### src/rtl/ram_read_streamer_if.sv
// Command, RAM read port and output stream of ram_read_streamer bundled as one interface.
// master is the streamer side; slave is the command source / RAM / consumer side.
interface ram_read_streamer_if #(
  parameter int DATA_WIDTH = 512,
  parameter int ADDR_WIDTH = 15
);
  logic                  cmd_valid;
  logic                  cmd_ready;
  logic [ADDR_WIDTH-1:0] cmd_addr;
  logic [ADDR_WIDTH-1:0] cmd_len;
  logic                  ram_en;
  logic [ADDR_WIDTH-1:0] ram_addr;
  logic [DATA_WIDTH-1:0] ram_dout;
  logic                  out_valid;
  logic                  out_ready;
  logic [DATA_WIDTH-1:0] out_data;
  logic                  out_last;

  modport master (
    input  cmd_valid, cmd_addr, cmd_len, ram_dout, out_ready,
    output cmd_ready, ram_en, ram_addr, out_valid, out_data, out_last
  );

  modport slave (
    output cmd_valid, cmd_addr, cmd_len, ram_dout, out_ready,
    input  cmd_ready, ram_en, ram_addr, out_valid, out_data, out_last
  );
endinterface

### src/rtl/ram_read_streamer.sv
// Streams cmd_len+1 consecutive RAM words (wrapping at DEPTH) starting at cmd_addr,
// with a credit of two words covering the 1-cycle RAM latency plus a 2-entry output FIFO.
module ram_read_streamer #(
  parameter int DATA_WIDTH = 512,
  parameter int ADDR_WIDTH = 15,
  parameter int DEPTH      = 20480
) (
  input logic                 clock,
  input logic                 reset,
  ram_read_streamer_if.master bus
);
  typedef enum logic [1:0] {IDLE, READ, DRAIN} state_t;

  localparam logic [ADDR_WIDTH-1:0] LAST_ADDR = ADDR_WIDTH'(DEPTH - 1);
  localparam logic [ADDR_WIDTH-1:0] ONE       = ADDR_WIDTH'(1);

  state_t                state, state_nxt;
  logic [ADDR_WIDTH-1:0] ptr, remaining, addr_hold;
  logic                  vld_p1, last_p1;
  logic [DATA_WIDTH-1:0] fifo_data [2];
  logic [1:0]            fifo_last;
  logic                  rd_idx, wr_idx;
  logic [1:0]            count;
  logic                  accept, issue, push, pop, has_word, head_last;
  logic [1:0]            occ;

  assign has_word  = (count != 2'd0);
  assign push      = vld_p1;
  assign pop       = has_word & bus.out_ready;
  assign head_last = fifo_last[rd_idx];
  assign accept    = (state == IDLE) & bus.cmd_valid;
  // A word popped this cycle frees its credit immediately, keeping one read per cycle.
  assign occ       = ({1'b0, vld_p1} + count) - {1'b0, pop};

  always_ff @(posedge clock or posedge reset) begin
    if (reset) state <= IDLE;
    else       state <= state_nxt;
  end

  always_comb begin
    state_nxt = state;
    case (state)
      IDLE:    if (bus.cmd_valid) state_nxt = READ;
      READ:    if (issue && remaining == '0) state_nxt = DRAIN;
      DRAIN:   if (pop && head_last) state_nxt = IDLE;
      default: state_nxt = IDLE;
    endcase
  end

  always_comb begin
    bus.cmd_ready = 1'b0;
    issue         = 1'b0;
    case (state)
      IDLE:    bus.cmd_ready = 1'b1;
      READ:    issue = (occ < 2'd2);
      default: ;
    endcase
  end

  assign bus.ram_en   = issue;
  assign bus.ram_addr = issue ? ptr : addr_hold;

  // Issue stage -> p1: RAM data for a read issued now appears on ram_dout next cycle.
  always_ff @(posedge clock or posedge reset) begin
    if (reset) begin
      ptr       <= '0;
      remaining <= '0;
      addr_hold <= '0;
      vld_p1    <= 1'b0;
      last_p1   <= 1'b0;
    end else begin
      vld_p1  <= issue;
      last_p1 <= issue && (remaining == '0);
      if (accept) begin
        ptr       <= bus.cmd_addr;
        remaining <= bus.cmd_len;
      end else if (issue) begin
        ptr       <= (ptr == LAST_ADDR) ? '0 : ptr + ONE;
        addr_hold <= ptr;
        if (remaining != '0) remaining <= remaining - ONE;
      end
    end
  end

  // p1 -> FIFO: capture is unconditional since credit reserved the slot at issue time.
  always_ff @(posedge clock or posedge reset) begin
    if (reset) begin
      rd_idx    <= 1'b0;
      wr_idx    <= 1'b0;
      count     <= 2'd0;
      fifo_last <= 2'b00;
    end else begin
      if (push) begin
        fifo_last[wr_idx] <= last_p1;
        wr_idx            <= ~wr_idx;
      end
      if (pop) rd_idx <= ~rd_idx;
      case ({push, pop})
        2'b10:   count <= count + 2'd1;
        2'b01:   count <= count - 2'd1;
        default: ;
      endcase
    end
  end

  always_ff @(posedge clock) begin
    if (push) fifo_data[wr_idx] <= bus.ram_dout;
  end

  assign bus.out_valid = has_word;
  assign bus.out_data  = has_word ? fifo_data[rd_idx] : '0;
  assign bus.out_last  = has_word & head_last;

  always @(posedge clock) begin
    if (!reset) begin
      assert (!(push && count == 2'd2));
      assert (!(pop && count == 2'd0));
    end
  end
endmodule

### src/flat_wrapper.sv
// flat-port wrapper written by rule: the top's interface ports become plain ports
module ram_read_streamer_flat 
#(
  parameter int DATA_WIDTH = 512,
  parameter int ADDR_WIDTH = 15,
  parameter int DEPTH      = 20480
)
  (clock, reset, bus_cmd_valid, bus_cmd_addr, bus_cmd_len, bus_ram_dout, bus_out_ready, bus_cmd_ready, bus_ram_en, bus_ram_addr, bus_out_valid, bus_out_data, bus_out_last);
  ram_read_streamer_if #(.DATA_WIDTH(DATA_WIDTH), .ADDR_WIDTH(ADDR_WIDTH)) bus_i ();
  input logic clock;
  input logic reset;
  input wire logic [$bits(bus_i.cmd_valid)-1:0] bus_cmd_valid;
  input wire logic [$bits(bus_i.cmd_addr)-1:0] bus_cmd_addr;
  input wire logic [$bits(bus_i.cmd_len)-1:0] bus_cmd_len;
  input wire logic [$bits(bus_i.ram_dout)-1:0] bus_ram_dout;
  input wire logic [$bits(bus_i.out_ready)-1:0] bus_out_ready;
  output wire logic [$bits(bus_i.cmd_ready)-1:0] bus_cmd_ready;
  output wire logic [$bits(bus_i.ram_en)-1:0] bus_ram_en;
  output wire logic [$bits(bus_i.ram_addr)-1:0] bus_ram_addr;
  output wire logic [$bits(bus_i.out_valid)-1:0] bus_out_valid;
  output wire logic [$bits(bus_i.out_data)-1:0] bus_out_data;
  output wire logic [$bits(bus_i.out_last)-1:0] bus_out_last;
  assign bus_i.cmd_valid = bus_cmd_valid;
  assign bus_i.cmd_addr = bus_cmd_addr;
  assign bus_i.cmd_len = bus_cmd_len;
  assign bus_i.ram_dout = bus_ram_dout;
  assign bus_i.out_ready = bus_out_ready;
  assign bus_cmd_ready = bus_i.cmd_ready;
  assign bus_ram_en = bus_i.ram_en;
  assign bus_ram_addr = bus_i.ram_addr;
  assign bus_out_valid = bus_i.out_valid;
  assign bus_out_data = bus_i.out_data;
  assign bus_out_last = bus_i.out_last;
  ram_read_streamer #(.DATA_WIDTH(DATA_WIDTH), .ADDR_WIDTH(ADDR_WIDTH), .DEPTH(DEPTH)) u_core (.clock(clock), .reset(reset), .bus(bus_i));
endmodule
### config.mk
export PLATFORM = sky130hd
export DESIGN_NAME = ram_read_streamer_flat
export DESIGN_NICKNAME = d
export VERILOG_FILES = /design/src/rtl/ram_read_streamer_if.sv /design/src/rtl/ram_read_streamer.sv /design/src/flat_wrapper.sv
export SDC_FILE = /design/constraint.sdc
export NUM_CORES = 1
export LEC_CHECK = 0
export CORE_AREA = 2 2 422 424
export CTS_BUF_LIST = sky130_fd_sc_hd__clkbuf_4 sky130_fd_sc_hd__clkbuf_8 sky130_fd_sc_hd__clkbuf_16
export DETAILED_ROUTE_END_ITERATION = 10
export DIE_AREA = 0 0 424 426
export GPL_ROUTABILITY_DRIVEN = 0
export HOLD_SLACK_MARGIN = 0.15
export PLACE_DENSITY = 0.42
export RECOVER_POWER = 100
export SYNTH_ARGS = -nofsm -noshare
export SYNTH_HDL_FRONTEND = slang
export SYNTH_SLANG_ARGS = --single-unit
### constraint.sdc
create_clock -name clock -period 29.6 [get_ports clock]
set_clock_uncertainty 0.05 [all_clocks]
set_input_delay 4.44 -clock clock [delete_from_list [all_inputs] [get_ports clock]]
set_output_delay 4.44 -clock clock [all_outputs]
set_load 0.05 [all_outputs]
# Word-level counts from Yosys, hierarchy flattened

Memories as Yosys holds them, arrays and structs flattened.
Cells that the tools add are included.

Add/subtract/negate cells: 6
Reductions and logical operators: 12
Mux-type cells: 22
Order comparisons: 4
Bitwise gates (word level): 5
Equality and inequality tests: 8

Operators with widths:

| operator              | count |
|---|---|
| $mux 512              | 1 |
| $mux 15               | 7 |
| $add 15x1->15 const B | 1 |
| $eq 15x15->1 const B  | 1 |
| $logic_not 15->1      | 1 |
| $reduce_bool 15->1    | 1 |
| $sub 15x1->15 const B | 1 |
| $reduce_bool 2->1     | 4 |
| $mux 1                | 7 |
| $mux 2                | 3 |
| $pmux 2 s3            | 1 |
| $eq 2x1->1 const B    | 2 |
| $eq 2x2->1 const B    | 2 |
| $lt 1x2->1 const B    | 2 |
| $ne 2x1->1 const B    | 2 |
| $pmux 2 s2            | 1 |
| $and 1x1->1           | 3 |
| $logic_and 1x1->1     | 3 |
| $reduce_and 3->1      | 1 |
| $add 1x2->2           | 1 |
| $add 2x1->2 const B   | 1 |
| $bwmux 2              | 1 |
| $logic_not 2->1       | 1 |
| $lt 2x2->1 const B    | 1 |
| 7 further kinds       | 8 |

Output and inout bits: 531
Memory bits (writable): 1024
Memories kept: 1
Register bits after elaboration: 55
Bits of input ports: 546
Word-level logic and storage cells: 68

Memory list:

| memory           | words | width | read ports | clocked after Yosys merged registers in | wr ports | line                    | text |
|---|---|---|---|---|---|---|---|
| u_core.fifo_data | 2     | 512   | 1          | 0                                       | 1        | ram_read_streamer.sv:20 | `logic [DATA_WIDTH-1:0] fifo_data [2];` |

# Depth between registers and ports, before layout

Gate-level depths: netlist (run 1).

Word-level depth: 8
Gate-level depth with buffers: 10
Mapped depth without buffers: 7

# Least setup slack after synthesis (run 1)

OpenSTA, ideal clock, no wires.

Kind: register to register
Start: register u_core.wr_idx
End: register u_core.fifo_last[0]
Library setup time: 177 ps
Cell stages (with the launch flop): 3
Clock period less this slack: 26000 ps
Path buffers: 0
Required time: 29373 ps
Arrival time: 25773 ps
Path slack: 3600 ps
Path through: dfrtp_1 > nor2b_1 > mux2_2

Cells in the longest elaborated chain, start to end: 5
Elaborated cells on any way between the ends: 6
Those cells by class: order compare (2); mux (3); reduce/logical (1)

RTL lines:

| what                                                                  | line                    | text |
|---|---|---|
| from (decl)                                                           | ram_read_streamer.sv:22 | `logic rd_idx, wr_idx;` |
| from (signal assigned)                                                | ram_read_streamer.sv:95 | `wr_idx <= ~wr_idx;` |
| $lt 1x2->1 (implied by the code) / $ge 1x1->1 (equally long branches) | ram_read_streamer.sv:94 | `fifo_last[wr_idx] <= last_p1;` |
| $logic_and 1x1->1 (implied by the code)                               | ram_read_streamer.sv:94 |  |
| $mux 1 (implied by the code)                                          | ram_read_streamer.sv:94 |  |
| $demux 1 s1 (*)                                                       | n/a                     |  |
| $bwmux 2 (*)                                                          | ram_read_streamer.sv:94 |  |
| to (signal, indexed assignment)                                       | ram_read_streamer.sv:94 |  |
| to (decl)                                                             | ram_read_streamer.sv:21 | `logic [1:0] fifo_last;` |

Mark *: on every way between the ends. The rest lies on a longest branch, timed or not.
A chain may end at the register's enable or synchronous reset.

# Final worst setup path (run 1)

Start: register u_core.rd_idx
End: output port bus_out_data[383]

Cells in the longest elaborated chain, start to end: 2

RTL lines:

| what                   | line                     | text |
|---|---|---|
| from (decl)            | ram_read_streamer.sv:22  |  |
| from (signal assigned) | ram_read_streamer.sv:97  | `if (pop) rd_idx <= ~rd_idx;` |
| $mem_v2 2x512          | n/a                      |  |
| $mux 512               | ram_read_streamer.sv:111 | `assign bus.out_data = has_word ? fifo_data[rd_idx] : '0;` |
| to (decl)              | flat_wrapper.sv:21       | `output wire logic [$bits(bus_i.out_data)-1:0] bus_out_data;` |

Every way passes these cells.

==> results.txt, run 1 <==
Status = finished with violations
Violated checks = max-capacitance violations, max-slew violations
Setup TNS = 0 ns
Area Overhead vs Synth = 42.9%
Yosys top cell area share = 74.6%
Core area = 176000 um^2
Clock Tree Buf Depth = 3
RSZ-0062 raised after global routing = false
Part of the cycle the worst path needs = 64.3%
Syn_nets = 3061
Worst hold start = u_core.addr_hold[13]$_DFFE_PP0N_
Largest cells by area after synthesis = edfxtp_1, mux2i_1, nor2_1, dfrtp_1, nand2_1
Setup bufs post-CTS = 0
Data required, critical path = 25.11 ns
DPL Wire Length = 104 mm
Min-delay worst type = reg -> reg
RR Endpoint = u_core.fifo_data[0][406]$_DFFE_PP_
DR vias = 25.7k
Hold Vio Cnt, Final = 0
Die area = 181000 um^2
Mean post-synth cell area = 16.4 um^2
Drc violations = 0
Yosys warns = 0
Number of max-cap violations = 28
Mapped Area = 41200 um^2
Final setup fails = 0
Port bufs = 1076
Synth Flop Type = edfxtp_1
Critical path class = reg -> out
Fmax = 52.5 MHz
CTS Root Cell = clkbuf_16
DRT antenna net count = 0
Gr usage total = 15.8%
CTS Sinks = 1079
Hold EP = u_core.addr_hold[13]$_DFFE_PP0N_
Slew Limit Fails = 1879
Crit path time final = 19.03 ns
First-pass DRT Iterations = 5
Initial core utilization = 23.5%
Hold Path Depth = 2
Synthesized instance count = 2513
Most common cell after layout, fill and taps aside = dlygate4sd3_1
Clock Latency Late Sink = 0.77 ns
Crit path launch type = flop
Die W = 424 um
Cell taking the most area after synthesis = edfxtp_1
Most frequent cells in the layout = dlygate4sd3_1, edfxtp_1, nor2_1
Hold buffers post-CTS = 0
CTS HTree Levels = 4
Netlist cell types = 49
Pre-CTS WS = 17.16 ns
Routed len/inst = 24.2 um
Largest net degree at the start of global routing = 176
Async S/R FF share, synth = 5.10%
Reg clk slew, reported paths = 0.06 ns
Finished Cell Area = 58900 um^2
R2R Path Start = u_core.push$_DFF_PP0_
Vias in the first global route = 25.8k
Num CTS Buffers = 133
Initial antenna violation count = 193
Worst Path Arrival = 14.54 ns
Setup ws final = 10.57 ns
Core Rows = 154
Cell Area, Placed = 54700 um^2
CP endpoint kind = primary output
CTS tree = yes
Slew HR = -512%
Sequential share of the synthesized area = 77.9%
First-pass GRT wire length = 200 mm
CTS resizes = 0
Total wire length = 148 mm
Reg2reg setup slack = 16.13 ns
Layout Nets = 4172
Share of cells above drive strength 1 = 5.96%
Ports = 1077
Reg2Reg Depth = 4
Worst-Margin Slew = 9.18 ns
Synth Register Bits = 1079
Die Height = 426 um
Initial DRC Count = 1524
Post-synth EDFFs = 1024
Crit Path Max Fanout = 112
GRT overflow = 0
Vias per cell = 4.20
## state kept, by name (all words and copies together), names as in the netlist
name / flops
u_core.remaining: 15
u_core.wr_idx: 1
u_core.rd_idx: 1
u_core.addr_hold: 15
u_core.fifo_last: 2
u_core.push: 1
u_core.fifo_data: 1024
u_core.last_p1: 1
u_core.state: 2
u_core.ptr: 15
u_core.count: 2
## final cells by class
type | count | area, um^2
well taps | 2340 | 2930
clock inverters | 56 | 494
diodes | 51 | 128
multi-input cells | 1293 | 8540
flip-flops and latches | 1079 | 32100
inverters | 9 | 33.8
clock buffers | 179 | 3750
repair buffers | 1108 | 10900
fillers | 17400 | 117000
## worst max path at each step
| stage | from | endpoint | slack (ns) | depth (start not counted) |
|---|---|---|---|---|
| 3_5_place_dp | bus_out_ready | bus_ram_addr[13] | 17.16 | 8 |
| 4_1_cts | bus_out_ready | bus_ram_addr[13] | 17.15 | 8 |
| 5_1_grt | u_core.rd_idx$_DFFE_PP0P_ | bus_out_data[383] | 9.50 | 5 |
| 6_report | u_core.rd_idx$_DFFE_PP0P_ | bus_out_data[383] | 10.57 | 5 |
| 2_1_floorplan | u_core.wr_idx$_DFFE_PP0P_ | u_core.fifo_last[0]$_DFFE_PP0P_ | 3.60 | 2 |
| 3_3_place_gp | bus_out_ready | bus_ram_addr[2] | 17.26 | 9 |
## routing by layer
metal | vias up | global-route usage [%] | wire length, um | share of wire (%)
li1 | 11700 | - | - | -
met2 | 934 | 26.8 | 74300 | 50
met1 | 12500 | 16.7 | 52500 | 36
met5 | - | 0 | 559 | 0.38
met3 | 487 | 6.39 | 12600 | 8.6
met4 | 90 | 8.71 | 7730 | 5.2
## logic make-up (layout without fill, tap and decap cells)
family,after synthesis,in the layout,share of synthesized area [%]
compound gates,59,59,0.907
xor+xnor,9,9,0.191
fa+ha+maj,2,2,0.0607
buf+inv,141,1352,1.38
flops,1079,1079,77.9
mux,519,519,12.6
other cells,0,51,0
simple gates,704,704,6.93
## through the flow
| stage | util (%) | cells | hold slack, ns |
|---|---|---|---|
| floorplan | - | 2513 | 0.389 |
| global placement | 31.1 | 5829 | 0.409 |
| detailed placement | 31.1 | 5829 | 0.410 |
| CTS | 33.6 | 6064 | 0.424 |
| global route | 33.5 | 6096 | 0.436 |
| finish | 33.5 | 6115 | 0.417 |
## worst max-delay path, cell delays in order, from the launching register on
cell and delay, ns:
dfrtp_1 1.65, clkbuf_1 2.51, clkbuf_1 6.24, mux2i_1 1.79, nor2_1 0.43, dlygate4sd3_1 0.98
## cells in the mapped netlist (7+ instances only)
master / number
o21ai_0: 22
a31oi_1: 13
or3_1: 10
nand3_1: 19
inv_1: 9
dfrtp_1: 55
buf_1: 41
nor2_1: 539
mux2i_1: 517
nor3_1: 8
xnor2_1: 8
nor4_1: 11
nand2_1: 81
buf_2: 7
clkbuf_1: 80
edfxtp_1: 1024
Power of run 1 is not shown: default switching activity piles up to over one toggle a cycle in this logic, so the estimate is an artifact.
==> run 2: changes to the inputs <==
--- a/config.mk
+++ b/config.mk
@@ -11,7 +11,7 @@
 export DIE_AREA = 0 0 424 426
 export GPL_ROUTABILITY_DRIVEN = 0
 export HOLD_SLACK_MARGIN = 0.15
-export PLACE_DENSITY = 0.42
+export PLACE_DENSITY = 0.44
 export RECOVER_POWER = 100
 export SYNTH_ARGS = -nofsm -noshare
 export SYNTH_HDL_FRONTEND = slang
==> constraint.sdc (replaced) <==
create_clock -name clock -period 17.35 [get_ports clock]
set_clock_uncertainty 0.05 [all_clocks]
set_input_delay 2.6025 -clock clock [delete_from_list [all_inputs] [get_ports clock]]
set_output_delay 2.6025 -clock clock [all_outputs]
set_load 0.05 [all_outputs]
==> run 2 against run 1 <==
The flow still finishes with violations (max-capacitance violations, max-slew violations); sequential share of layout area shrank 0.14 points; routed wire length is 2.1% lower; worst setup slack got worse by 5.2 ns; final cell count decreased by 0.23%; critical path type unchanged.
==> results.txt, run 2 (same netlist as run 1, synthesis figures left out) <==
Finished Cell Area = 59100 um^2 (+0.26%)
Largest register by flop count = u_core.fifo_data
Crit Path Max Fanout = 97 (-13%)
Port bufs = 1076 (unchanged)
Slew Limit Fails = 1076 (-43%)
Drc violations = 0 (unchanged)
CP endpoint kind = primary output
Most common cell after layout, fill and taps aside = dlygate4sd3_1
Max FFs per register = 1024 (unchanged)
First-pass DRT Iterations = 7 (+2)
RSZ-0062 raised after global routing = false
Violated checks = max-capacitance violations, max-slew violations
Fillers = 17.3k (-0.54%)
Die Height = 426 um (unchanged)
Crit path launch type = flop
Core area = 176000 um^2 (unchanged)
Fmax = 83.6 MHz
Vias per cell = 4.22 (+0.46%)
Initial core utilization = 23.5% (unchanged)
Hold buffers post-CTS = 0 (unchanged)
Initial antenna violation count = 167 (-13%)
Data required, critical path = 14.70 ns (-10.41 ns)
Min-delay worst type = reg -> reg
CTS Root Cell = clkbuf_16
CTS Sinks = 1079 (unchanged)
Die area = 181000 um^2 (unchanged)
Worst Path Arrival = 9.31 ns (-5.23 ns)
Vias in the first global route = 25.1k (-3.0%)
GRT overflow = 0 (unchanged)
Met3 GRT Util = 5.51% (-0.88 points)
Clock Latency Late Sink = 0.76 ns (about the same)
Setup TNS = 0 ns (unchanged)
Multi-input gate area = 8530 um^2 (about the same)
Crit path time final = 11.96 ns
Total wire length = 145 mm (-2.1%)
Cell Area, Placed = 54700 um^2 (about the same)
Routed len/inst = 23.7 um (-1.8%)
Largest net degree at the start of global routing = 167 (-5.1%)
CTS HTree Levels = 4 (unchanged)
DPL Wire Length = 101 mm (-2.7%)
Critical path class = reg -> out
Hold Vio Cnt, Final = 0 (unchanged)
Final core utilization = 33.6% (+0.086 points)
Status = finished with violations
Die W = 424 um (unchanged)
Clock Tree Buf Depth = 3 (unchanged)
Area Overhead vs Synth = 43.3%
Layout Nets = 4175 (+0.072%)
Number of max-cap violations = 22 (-21%)
Reg clk slew, reported paths = 0.05 ns (about the same)
Num CTS Buffers = 135 (+1.5%)
First-pass GRT wire length = 197 mm (-1.3%)
Met2 usage = 27.1% (+0.35 points)
CTS resizes = 0 (unchanged)
Slew HR = -159% (+350 points)
Core Rows = 154 (unchanged)
Hold WS = 0.415 ns (-0.00230 ns)
M1 GR Usage = 17.5% (+0.82 points)
DR vias = 25.7k (+0.23%)
Grt peak-use layer = met2
Total area of sequential cells = 32100 um^2 (unchanged)
CTS tree = yes
Share of cells above drive strength 1 = 6.27% (+0.31 points)
Setup bufs post-CTS = 0 (unchanged)
Final setup fails = 0 (unchanged)
Most frequent cells in the layout = dlygate4sd3_1, edfxtp_1, nor2_1
DRT antenna net count = 0 (unchanged)
Gr usage total = 15.4% (-0.38 points)
Worst-Margin Slew = 3.88 ns (-5.30 ns)
Part of the cycle the worst path needs = 68.9%
Initial DRC Count = 1302 (-15%)
Ports = 1077 (unchanged)
run 2: layer usage:
layer  wire, um  share of wire, %
met2      73700                51
met5        436              0.30
met4       4850               3.3
met1      55200                38
met3      10400               7.2
run 2: worst max-delay path, cell delays in order, from the launching register on:
cell and delay, ns:
dfrtp_1 1.32, clkbuf_1 2.54, buf_12 0.55, clkbuf_1 2.21, mux2i_1 0.70, nor2_1 0.25, dlygate4sd3_1 0.91
run 2: stage by stage:
step | setup slack [ns] | std cells
finish | 5.39 | 6101
floorplan | 2.14 | 2513
global placement | 8.49 | 5830
global route | 4.67 | 6089
CTS | 8.41 | 6073
detailed placement | 8.43 | 5830
run 2: layout make-up:
| type | count | share of cell area [%] |
|---|---|---|
| Antenna cell | 28 | 0.119 |
| Sequential cell | 1079 | 54.4 |
| Tap cell | 2340 | 4.96 |
| Clock buffer | 169 | 6.17 |
| Inverter | 9 | 0.0572 |
| Timing Repair Buffer | 1109 | 18.7 |
| Clock inverter | 74 | 1.21 |
| Multi-Input combinational cell | 1293 | 14.4 |
run 2: worst paths after layout:
check                                                 from                                 end  slack (ns)  cells past startpoint
max in group asynchronous                            reset     u_core.addr_hold[4]$_DFFE_PP0N_       11.65                      3
min reg2reg                u_core.addr_hold[2]$_DFFE_PP0N_     u_core.addr_hold[2]$_DFFE_PP0N_        0.42                      2
min in group asynchronous                            reset    u_core.addr_hold[10]$_DFFE_PP0N_        3.52                      3
min                        u_core.addr_hold[2]$_DFFE_PP0N_     u_core.addr_hold[2]$_DFFE_PP0N_        0.42                      2
max                              u_core.rd_idx$_DFFE_PP0P_                    bus_out_data[30]        5.39                      6
max reg2reg                          u_core.push$_DFF_PP0_  u_core.fifo_data[0][365]$_DFFE_PP_        5.96                      5
Power of run 2 is left out for the same reason.
